**config.mk**
```make
export PLATFORM = sky130hd
export DESIGN_NAME = axi_lite_reg_slave
export DESIGN_NICKNAME = d
export VERILOG_FILES = /design/src/rtl/axi_lite_pkg.sv /design/src/rtl/axi_lite_addr_decode.sv /design/src/rtl/axi_lite_reg_slave.sv
export SDC_FILE = /design/constraint.sdc
export NUM_CORES = 1
export LEC_CHECK = 0
export ABC_AREA = 1
export ABC_CLOCK_PERIOD_IN_PS = 9500
export CELL_PAD_IN_SITES_DETAIL_PLACEMENT = 0
export CELL_PAD_IN_SITES_GLOBAL_PLACEMENT = 1
export CORE_MARGIN = 2
export CORE_UTILIZATION = 30
export DETAILED_ROUTE_END_ITERATION = 8
export HOLD_SLACK_MARGIN = 0.08
export PLACE_DENSITY = 0.68
export SETUP_SLACK_MARGIN = 0.5
export SYNTH_ARGS = -nofsm -noshare
export SYNTH_HDL_FRONTEND = slang
export SYNTH_SLANG_ARGS = --single-unit
```
**constraint.sdc**
```tcl
create_clock -name s_axi_aclk -period 9.5 [get_ports s_axi_aclk]
set_input_delay 1.9 -clock s_axi_aclk [delete_from_list [all_inputs] [get_ports s_axi_aclk]]
set_output_delay 1.9 -clock s_axi_aclk [all_outputs]
set_load 0.005 [all_outputs]
```
**src/rtl/axi_lite_pkg.sv**
```systemverilog
// Shared constants and state types for the AXI4-Lite register responder.
package axi_lite_pkg;

  localparam int unsigned AXI_RESP_W = 3;

  localparam logic [AXI_RESP_W-1:0] RESP_OKAY   = AXI_RESP_W'(0);
  localparam logic [AXI_RESP_W-1:0] RESP_SLVERR = AXI_RESP_W'(2);

  localparam logic [3:0] REG0_OFF = 4'h0;
  localparam logic [3:0] REG1_OFF = 4'h4;
  localparam logic [3:0] REG2_OFF = 4'h8;
  localparam logic [3:0] REG3_OFF = 4'hC;

  typedef enum logic [1:0] {
    W_IDLE      = 2'd0,
    W_WAIT_DATA = 2'd1,
    W_WAIT_ADDR = 2'd2,
    W_RESP      = 2'd3
  } w_state_t;

  typedef enum logic [0:0] {
    R_IDLE = 1'b0,
    R_DATA = 1'b1
  } r_state_t;

endpackage

```
**src/rtl/axi_lite_addr_decode.sv**
```systemverilog
// Combinational decode of a byte address into the 16-byte register window.
module axi_lite_addr_decode
  import axi_lite_pkg::*;
#(
  parameter int unsigned             ADDR_WIDTH = 8,
  parameter logic [ADDR_WIDTH-1:0]   BASE_ADDR  = '0
) (
  input  logic [ADDR_WIDTH-1:0] addr,
  output logic                  legal_c,
  output logic [1:0]            index_c,
  output logic                  writable_c
);

  logic [ADDR_WIDTH-1:0] offset;

  // Offset is taken modulo 2^ADDR_WIDTH; an address below the base is rejected separately.
  always_comb begin
    offset     = addr - BASE_ADDR;
    legal_c    = (addr >= BASE_ADDR) && (offset[ADDR_WIDTH-1:4] == '0) && (offset[1:0] == 2'b00);
    index_c    = offset[3:2];
    writable_c = legal_c && ((offset[3:0] == REG0_OFF) || (offset[3:0] == REG1_OFF));
  end

endmodule

```
**src/rtl/axi_lite_reg_slave.sv**
```systemverilog
// AXI4-Lite responder with two RW registers, a write counter and a constant ID register.
module axi_lite_reg_slave
  import axi_lite_pkg::*;
#(
  parameter int unsigned           DATA_WIDTH = 32,
  parameter int unsigned           ADDR_WIDTH = 8,
  parameter int unsigned           RESP_WIDTH = 3,
  parameter logic [ADDR_WIDTH-1:0] BASE_ADDR  = '0,
  parameter logic [DATA_WIDTH-1:0] ID_VALUE   = DATA_WIDTH'(32'hA5A5_0001)
) (
  input  logic                    s_axi_aclk,
  input  logic                    s_axi_areset,
  input  logic [ADDR_WIDTH-1:0]   s_axi_awaddr,
  input  logic                    s_axi_awvalid,
  output logic                    s_axi_awready,
  input  logic [DATA_WIDTH-1:0]   s_axi_wdata,
  input  logic [DATA_WIDTH/8:0]   s_axi_wstrb,
  input  logic                    s_axi_wvalid,
  output logic                    s_axi_wready,
  output logic [RESP_WIDTH-1:0]   s_axi_bresp,
  output logic                    s_axi_bvalid,
  input  logic                    s_axi_bready,
  input  logic [ADDR_WIDTH-1:0]   s_axi_araddr,
  input  logic                    s_axi_arvalid,
  output logic                    s_axi_arready,
  output logic [DATA_WIDTH-1:0]   s_axi_rdata,
  output logic [RESP_WIDTH-1:0]   s_axi_rresp,
  output logic                    s_axi_rvalid,
  input  logic                    s_axi_rready
);

  localparam int unsigned NBYTES = DATA_WIDTH / 8;

  w_state_t w_state_q, w_state_d;
  r_state_t r_state_q, r_state_d;

  logic [ADDR_WIDTH-1:0] aw_addr_q;
  logic [DATA_WIDTH-1:0] w_data_q;
  logic [NBYTES-1:0]     w_strb_q;
  logic [DATA_WIDTH-1:0] reg0_q, reg1_q, reg2_q;

  logic                  aw_hs_c, w_hs_c, ar_hs_c;
  logic                  commit_c, latch_aw_c, latch_w_c;
  logic [ADDR_WIDTH-1:0] wr_addr_c;
  logic [DATA_WIDTH-1:0] wr_data_c;
  logic [NBYTES-1:0]     wr_strb_c;
  logic                  wr_legal_c, wr_writable_c;
  logic [1:0]            wr_index_c;
  logic                  ar_legal_c, ar_writable_unused_c;
  logic [1:0]            ar_index_c;
  logic [DATA_WIDTH-1:0] rd_mux_c;
  logic                  wstrb_unused_c;

  logic                  awready_d, wready_d, bvalid_d, arready_d, rvalid_d;
  logic [RESP_WIDTH-1:0] bresp_d, rresp_d;
  logic [DATA_WIDTH-1:0] rdata_d;

  // Handshakes and selection between live and latched write halves.
  always_comb begin
    aw_hs_c        = s_axi_awvalid && s_axi_awready;
    w_hs_c         = s_axi_wvalid && s_axi_wready;
    ar_hs_c        = s_axi_arvalid && s_axi_arready;
    wr_addr_c      = (w_state_q == W_WAIT_DATA) ? aw_addr_q : s_axi_awaddr;
    wr_data_c      = (w_state_q == W_WAIT_ADDR) ? w_data_q : s_axi_wdata;
    wr_strb_c      = (w_state_q == W_WAIT_ADDR) ? w_strb_q : s_axi_wstrb[NBYTES-1:0];
    wstrb_unused_c = s_axi_wstrb[NBYTES];
  end

  axi_lite_addr_decode #(.ADDR_WIDTH(ADDR_WIDTH), .BASE_ADDR(BASE_ADDR)) u_aw_decode (
    .addr       (wr_addr_c),
    .legal_c    (wr_legal_c),
    .index_c    (wr_index_c),
    .writable_c (wr_writable_c)
  );

  axi_lite_addr_decode #(.ADDR_WIDTH(ADDR_WIDTH), .BASE_ADDR(BASE_ADDR)) u_ar_decode (
    .addr       (s_axi_araddr),
    .legal_c    (ar_legal_c),
    .index_c    (ar_index_c),
    .writable_c (ar_writable_unused_c)
  );

  // Write FSM next state and next registered outputs.
  always_comb begin
    w_state_d  = w_state_q;
    commit_c   = 1'b0;
    latch_aw_c = 1'b0;
    latch_w_c  = 1'b0;
    case (w_state_q)
      W_IDLE: begin
        if (aw_hs_c && w_hs_c) begin
          commit_c  = 1'b1;
          w_state_d = W_RESP;
        end else if (aw_hs_c) begin
          latch_aw_c = 1'b1;
          w_state_d  = W_WAIT_DATA;
        end else if (w_hs_c) begin
          latch_w_c = 1'b1;
          w_state_d = W_WAIT_ADDR;
        end
      end
      W_WAIT_DATA: if (w_hs_c) begin
        commit_c  = 1'b1;
        w_state_d = W_RESP;
      end
      W_WAIT_ADDR: if (aw_hs_c) begin
        commit_c  = 1'b1;
        w_state_d = W_RESP;
      end
      W_RESP: if (s_axi_bready) w_state_d = W_IDLE;
      default: w_state_d = W_IDLE;
    endcase
    awready_d = (w_state_d == W_IDLE) || (w_state_d == W_WAIT_ADDR);
    wready_d  = (w_state_d == W_IDLE) || (w_state_d == W_WAIT_DATA);
    bvalid_d  = (w_state_d == W_RESP);
    bresp_d   = s_axi_bresp;
    if (commit_c) bresp_d = wr_writable_c ? RESP_WIDTH'(RESP_OKAY) : RESP_WIDTH'(RESP_SLVERR);
  end

  // Write FSM state, handshake outputs and latched address/data halves.
  always_ff @(posedge s_axi_aclk or posedge s_axi_areset) begin
    if (s_axi_areset) begin
      w_state_q     <= W_IDLE;
      s_axi_awready <= 1'b0;
      s_axi_wready  <= 1'b0;
      s_axi_bvalid  <= 1'b0;
      s_axi_bresp   <= '0;
      aw_addr_q     <= '0;
      w_data_q      <= '0;
      w_strb_q      <= '0;
    end else begin
      w_state_q     <= w_state_d;
      s_axi_awready <= awready_d;
      s_axi_wready  <= wready_d;
      s_axi_bvalid  <= bvalid_d;
      s_axi_bresp   <= bresp_d;
      if (latch_aw_c) aw_addr_q <= s_axi_awaddr;
      if (latch_w_c) begin
        w_data_q <= s_axi_wdata;
        w_strb_q <= s_axi_wstrb[NBYTES-1:0];
      end
    end
  end

  // Register file: byte-strobed RW registers and the successful-write counter.
  always_ff @(posedge s_axi_aclk or posedge s_axi_areset) begin
    if (s_axi_areset) begin
      reg0_q <= '0;
      reg1_q <= '0;
      reg2_q <= '0;
    end else if (commit_c && wr_writable_c) begin
      for (int i = 0; i < NBYTES; i++) begin
        if (wr_strb_c[i]) begin
          if (wr_index_c == 2'd0) reg0_q[i*8 +: 8] <= wr_data_c[i*8 +: 8];
          if (wr_index_c == 2'd1) reg1_q[i*8 +: 8] <= wr_data_c[i*8 +: 8];
        end
      end
      reg2_q <= reg2_q + DATA_WIDTH'(1);
    end
  end

  // Read data mux; sees pre-commit register values on a same-edge write.
  always_comb begin
    case ({ar_index_c, 2'b00})
      REG0_OFF: rd_mux_c = reg0_q;
      REG1_OFF: rd_mux_c = reg1_q;
      REG2_OFF: rd_mux_c = reg2_q;
      REG3_OFF: rd_mux_c = ID_VALUE;
      default:  rd_mux_c = '0;
    endcase
  end

  // Read FSM next state and next registered outputs.
  always_comb begin
    r_state_d = r_state_q;
    rdata_d   = s_axi_rdata;
    rresp_d   = s_axi_rresp;
    case (r_state_q)
      R_IDLE: if (ar_hs_c) begin
        r_state_d = R_DATA;
        rdata_d   = ar_legal_c ? rd_mux_c : '0;
        rresp_d   = ar_legal_c ? RESP_WIDTH'(RESP_OKAY) : RESP_WIDTH'(RESP_SLVERR);
      end
      R_DATA: if (s_axi_rready) r_state_d = R_IDLE;
      default: r_state_d = R_IDLE;
    endcase
    arready_d = (r_state_d == R_IDLE);
    rvalid_d  = (r_state_d == R_DATA);
  end

  // Read FSM state and read channel outputs.
  always_ff @(posedge s_axi_aclk or posedge s_axi_areset) begin
    if (s_axi_areset) begin
      r_state_q     <= R_IDLE;
      s_axi_arready <= 1'b0;
      s_axi_rvalid  <= 1'b0;
      s_axi_rdata   <= '0;
      s_axi_rresp   <= '0;
    end else begin
      r_state_q     <= r_state_d;
      s_axi_arready <= arready_d;
      s_axi_rvalid  <= rvalid_d;
      s_axi_rdata   <= rdata_d;
      s_axi_rresp   <= rresp_d;
    end
  end

endmodule

```
# Word-level counts from Yosys, hierarchy flattened
# Cells that the tools add are included.
classes:
  addsub: 1
  order_cmp: 2
  n_eq_ne: 11
  n_mux: 26
  n_bitwise: 2
  reduce_logical: 31
ops:
  columns: ["operator", "count"]
  rows:
  - ["$pmux W32 S4", 1]
  - ["$mux W32", 2]
  - ["$add A32 B1 Y32 const B", 1]
  - ["$reduce_and A3 Y1", 8]
  - ["$ge A8 B1 Y1 const B", 2]
  - ["$mux W2", 8]
  - ["$eq A2 B2 Y1 const B", 6]
  - ["$logic_not A2 Y1", 6]
  - ["$logic_not A4 Y1", 3]
  - ["$logic_and A1 B1 Y1", 10]
  - ["$mux W1", 10]
  - ["$eq A2 B1 Y1 const B", 4]
  - ["$mux W8", 1]
  - ["$pmux W2 S4", 1]
  - ["$eq A4 B3 Y1 const B", 1]
  - ["$mux W4", 1]
  - ["$logic_or A1 B1 Y1", 3]
  - ["$pmux W1 S3", 1]
  - ["$not A1 Y1", 2]
  - ["$pmux W1 S2", 1]
  - ["$reduce_and A2 Y1", 1]
word_totals:
  register_bits: 185
  in_bits: 60
  output_inout_bits: 43

# Logic depth before layout (Yosys ltp)
depth:
  word_depth: 8
  mapped_depth: 11
  mapped_depth_nobuf: 10

# Modules after synthesis
# From an unflattened synthesis, not the netlist that was laid out.
unflattened:
  hier_cells: 1022
  area_unflattened_um2: 8471.9
modules_own_cells:
  columns: ["module", "instances", "cells_per_inst", "area_per_inst_um2", "seq_area_each_um2"]
  rows:
  - ["axi_lite_reg_slave", 1, 1006, 8394.3, 4529.3]
  - ["axi_lite_addr_decode", 2, 8, 38.8, 0.0]

# Worst setup path before layout
# OpenSTA, ideal clock, no wires.
synth_path:
  path_kind: "input-to-reg"
  start: "input s_axi_wvalid"
  end: "register reg1_q[31]"
  t_arrival_ns: 2.827
  slack_ns: 6.555
  stages: 10
  n_path_buf: 1
  cell_sequence: "nand2_1 -> nand2_1 -> inv_2 -> nor2_1 -> nand2_1 -> nor2_4 -> buf_6 -> nand3_2 -> nand2_1 -> nand2_1"
synth_via:
  elab_chain_len: 6
  word_cells_on_any_way: 7
  cone_classes: "3 x mux; 4 x reduce/logical"
synth_rtl:
  columns: ["item", "line_no", "text"]
  rows:
  - ["start, declared", "axi_lite_reg_slave.sv:18", "input logic s_axi_wvalid,"]
  - ["$logic_and A1 B1 Y1 *", "axi_lite_reg_slave.sv:61", "w_hs_c = s_axi_wvalid && s_axi_wready;"]
  - ["$logic_and A1 B1 Y1", "axi_lite_reg_slave.sv:91", "if (aw_hs_c && w_hs_c) begin"]
  - ["$mux W1", "axi_lite_reg_slave.sv:91", null]
  - ["$pmux W1 S3 *", "axi_lite_reg_slave.sv:89", "case (w_state_q)"]
  - ["$logic_and A1 B1 Y1 *", "axi_lite_reg_slave.sv:151", "end else if (commit_c && wr_writable_c) begin"]
  - ["$reduce_and A3 Y1 (no line) *", null, null]
  - ["end signal, assigned by index", "axi_lite_reg_slave.sv:155", "if (wr_index_c == 2'd1) reg1_q[i*8 +: 8] <= wr_data_c[i*8 +: 8];"]
  - ["end, declared", "axi_lite_reg_slave.sv:40", "logic [DATA_WIDTH-1:0] reg0_q, reg1_q, reg2_q;"]
# Mark *: on every way between the ends. The rest lies on a longest branch, timed or not.
# A chain may end at the register's enable or synchronous reset.

# Worst setup path after layout
layout_path:
  start: "input s_axi_wvalid"
  end: "register reg0_q[18]"
layout_via:
  elab_chain_len: 6
  word_cells_on_any_way: 7
  cone_classes: "3 x mux; 4 x reduce/logical"
layout_rtl:
  columns: ["item", "line_no", "text"]
  rows:
  - ["$logic_and A1 B1 Y1 *", "axi_lite_reg_slave.sv:61", null]
  - ["$logic_and A1 B1 Y1", "axi_lite_reg_slave.sv:91", null]
  - ["$mux W1", "axi_lite_reg_slave.sv:91", null]
  - ["$pmux W1 S3 *", "axi_lite_reg_slave.sv:89", null]
  - ["$logic_and A1 B1 Y1 *", "axi_lite_reg_slave.sv:151", null]
  - ["$reduce_and A3 Y1 (no line) *", null, null]
  - ["end signal, assigned by index", "axi_lite_reg_slave.sv:154", "if (wr_index_c == 2'd0) reg0_q[i*8 +: 8] <= wr_data_c[i*8 +: 8];"]
  - ["end, declared", "axi_lite_reg_slave.sv:40", null]
# Marks and branches as above.

==> flow_summary.json <==
{
  "skew_ns": 0.01275,
  "cp-start-kind": "input pin",
  "dp_hpwl_um": 17280,
  "cap_violations": 0,
  "gp_congestion": 0.8471,
  "initial_core_util": 0.3024,
  "worst_skew_pair.late_latency_ns": 0.44,
  "mappedNetlistArea_mm2": 0.008892,
  "endpoint_kind": "flop",
  "numCtsBuffers": 17,
  "slew_violations": 0,
  "placed_area_mm2": 0.01015,
  "hold_class": "flop to flop",
  "port_buffers": 97,
  "ys_seq_area_frac": 0.5094,
  "final_nets": 1303,
  "cts_hold_buf": 0,
  "hold_path_depth": 2,
  "cts_root_buf": "clkbuf_16",
  "r2r_cells": 11,
  "timing.fmax_mhz": 215.8,
  "worstPathRequired_ns": 9.83,
  "grt_pass1_vias": 7527,
  "synth-seq-cells": 181,
  "clk_pin_slew_ns": 0.07,
  "clockBufferDepth": 2,
  "dp_cells": 1613,
  "pin_count": 103,
  "core_area_mm2": 0.02940,
  "power.density_mw_per_mm2": 211.0,
  "yosysMostFrequentCell": "nand2_1",
  "synth_edf_count": 0,
  "slew_headroom": 0.2704,
  "drt_iter0_drc": 537,
  "fin_setup_tns_ns": 0,
  "h-tree-depth": 4,
  "vias_per_cell": 4.633,
  "rsz0062_at_grt": "no",
  "stdcell_count": 1645,
  "fin_crit_sh": 0.4878,
  "grt_usage": 0.1668,
  "drc_errors": 0,
  "dieWidth_um": 176.2,
  "arrival_ns": 4.96,
  "wl_per_cell_um": 14.92,
  "ys_top_cells_by_count": "nand2_1 (450), dfrtp_1 (181), nor2_1 (100)",
  "die-height_um": 176.2,
  "fin_area_mm2": 0.01073,
  "p_leak_nw": 5.153,
  "grt_pass1_wl_um": 40650,
  "yosys_warnings": 0,
  "worst_slew_pin_slew_ns": 1.094,
  "yosys_most_used_dff": "dfrtp_1",
  "ant_nets": 0,
  "timing.final.hold_violations": 0,
  "dieArea_mm2": 0.03103,
  "cts_num_sinks": 181,
  "synth_top_cell_by_area": "dfrtp_1",
  "setup_viol": 0,
  "totalWireLength_um": 24540,
  "synth_cell_type_count": 32,
  "gr-total-overflow": 0,
  "area_growth_pct": 20.67,
  "critical_path_class": "input pin to flop",
  "grt_max_degree": 79,
  "core.rowCount": 63,
  "postCtsResizedCells": 0,
  "syn_area_per_cell_um2": 7.587,
  "vdd_drop_max_mv": 0.1541,
  "syn_inst": 1172,
  "layout.filler_cells": 3085,
  "cp_max_fo": 78,
  "final_layout_size_suffix_gt1_frac": 0.04382,
  "postCtsSetupRepairBufs": 0,
  "synthTopCellsByArea": "dfrtp_1 (51%), nand2_1 (19%), o21ai_0 (5.2%), nand4_1 (4.8%), nor2_1 (4.2%)",
  "dr.pass1.iters": 5,
  "fin_util": 0.3650,
  "synth.top_cell.area_share": 0.5094,
  "vias": 7622,
  "tritoncts": "built",
  "period_needed_ns": 4.634,
  "antenna_found_initial": 0,
  "synthArstFlopShare": 1.000,
  "diodes": 0,
  "status": "finished clean"
}
[worst paths after layout]
check	start	end	slack, ns
max	s_axi_wvalid	reg0_q[18]	4.87
max reg2reg	w_state_q[1]	reg0_q[18]	6.21
min in group asynchronous	s_axi_areset	s_axi_rdata[2]	1.85
max in group asynchronous	s_axi_areset	reg1_q[18]	6.39
min reg2reg	reg0_q[2]	reg0_q[2]	0.47
min	reg0_q[2]	reg0_q[2]	0.47
[cell families after synthesis]
logic type               after synthesis  synth area share
AO/OA/AOI/OAI                        160           0.09399
buffers and inverters                152           0.07274
adder cells (fa/ha/maj)                1          0.001407
XOR/XNOR                              10          0.009849
AND/OR/NAND/NOR                      667            0.3122
flip-flops                           181            0.5094
other                                  1         0.0004217
[cell type report]
| type | count | area (um2) | area share |
|---|---|---|---|
| inverter | 93 | 354.1 | 0.03300 |
| multi-input combinational | 842 | 3731 | 0.3477 |
| clock buffer | 20 | 436.7 | 0.04069 |
| timing repair buffer | 107 | 1046 | 0.09748 |
| sequential | 181 | 4529 | 0.4221 |
| tap | 390 | 488.0 | 0.04548 |
| clock inverter | 12 | 145.1 | 0.01353 |
[where the power goes]
part | internal [mW] | switching, mW | leakage [nW]
logic | 0.171 | 0.395 | 2.45
registers | 0.904 | 0.0813 | 2.42
clock network | 0.393 | 0.319 | 0.281
[sequential cells by signal, summed over array words and instances (netlist names), 2 cells and up]
register,cells
reg0_q,32
reg1_q,32
reg2_q,32
s_axi_rdata,32
w_data_q,32
aw_addr_q,8
w_strb_q,4
w_state_q,2
[metal layers]
layer / up-vias / wire length, um / GRT usage
met5: - / 0 / 0
met4: 0 / 355 / 0.04993
met3: 21 / 810 / 0.02606
met2: 147 / 10960 / 0.2570
met1: 3552 / 12420 / 0.2415
li1: 3902 / - / -
[worst max-delay path, stage by stage]
cell	delay, ns
clkdlybuf4s50_1	0.46
nand2_1	0.06
nand2_1	0.09
inv_2	0.05
nor2_1	0.32
nand2_1	0.16
nor2_4	0.09
buf_4	0.37
buf_4	0.69
nand3_1	0.49
nand2_1	0.17
nand2_1	0.06
[through the flow]
stage | worst slack (ns) | hold slack, ns | power (mW)
after detailed placement | 4.398 | 0.4583 | 1.567
after floorplan | 2.685 | 0.4367 | 1.380
after global routing | 4.575 | 0.4949 | 2.422
after global placement | 4.448 | 0.4556 | 1.557
final | 4.866 | 0.4703 | 2.264
after CTS | 4.873 | 0.4749 | 2.288
[cell usage in the layout, fill, tap and decap left out, types with 2 or more instances in the layout]
cell type	synthesis	routed
nand4_1	68	68
xnor2_1	5	5
inv_1	89	88
o21ai_0	92	92
nand2_2	1	2
inv_2	4	4
o21ai_1	2	2
xor2_1	5	5
nand2_1	450	449
nor2_1	100	100
o221ai_1	7	7
inv_6	0	4
nor3_1	2	2
clkbuf_16	0	17
a21oi_1	55	55
o22ai_1	2	2
nand3_1	35	35
conb_1	1	4
clkbuf_1	28	3
clkinv_4	0	4
buf_4	14	10
dfrtp_1	181	181
nand3_2	5	5
clkdlybuf4s50_1	0	97
bufinv_16	0	2
No activity file was read; power rests on OpenSTA's default activity.
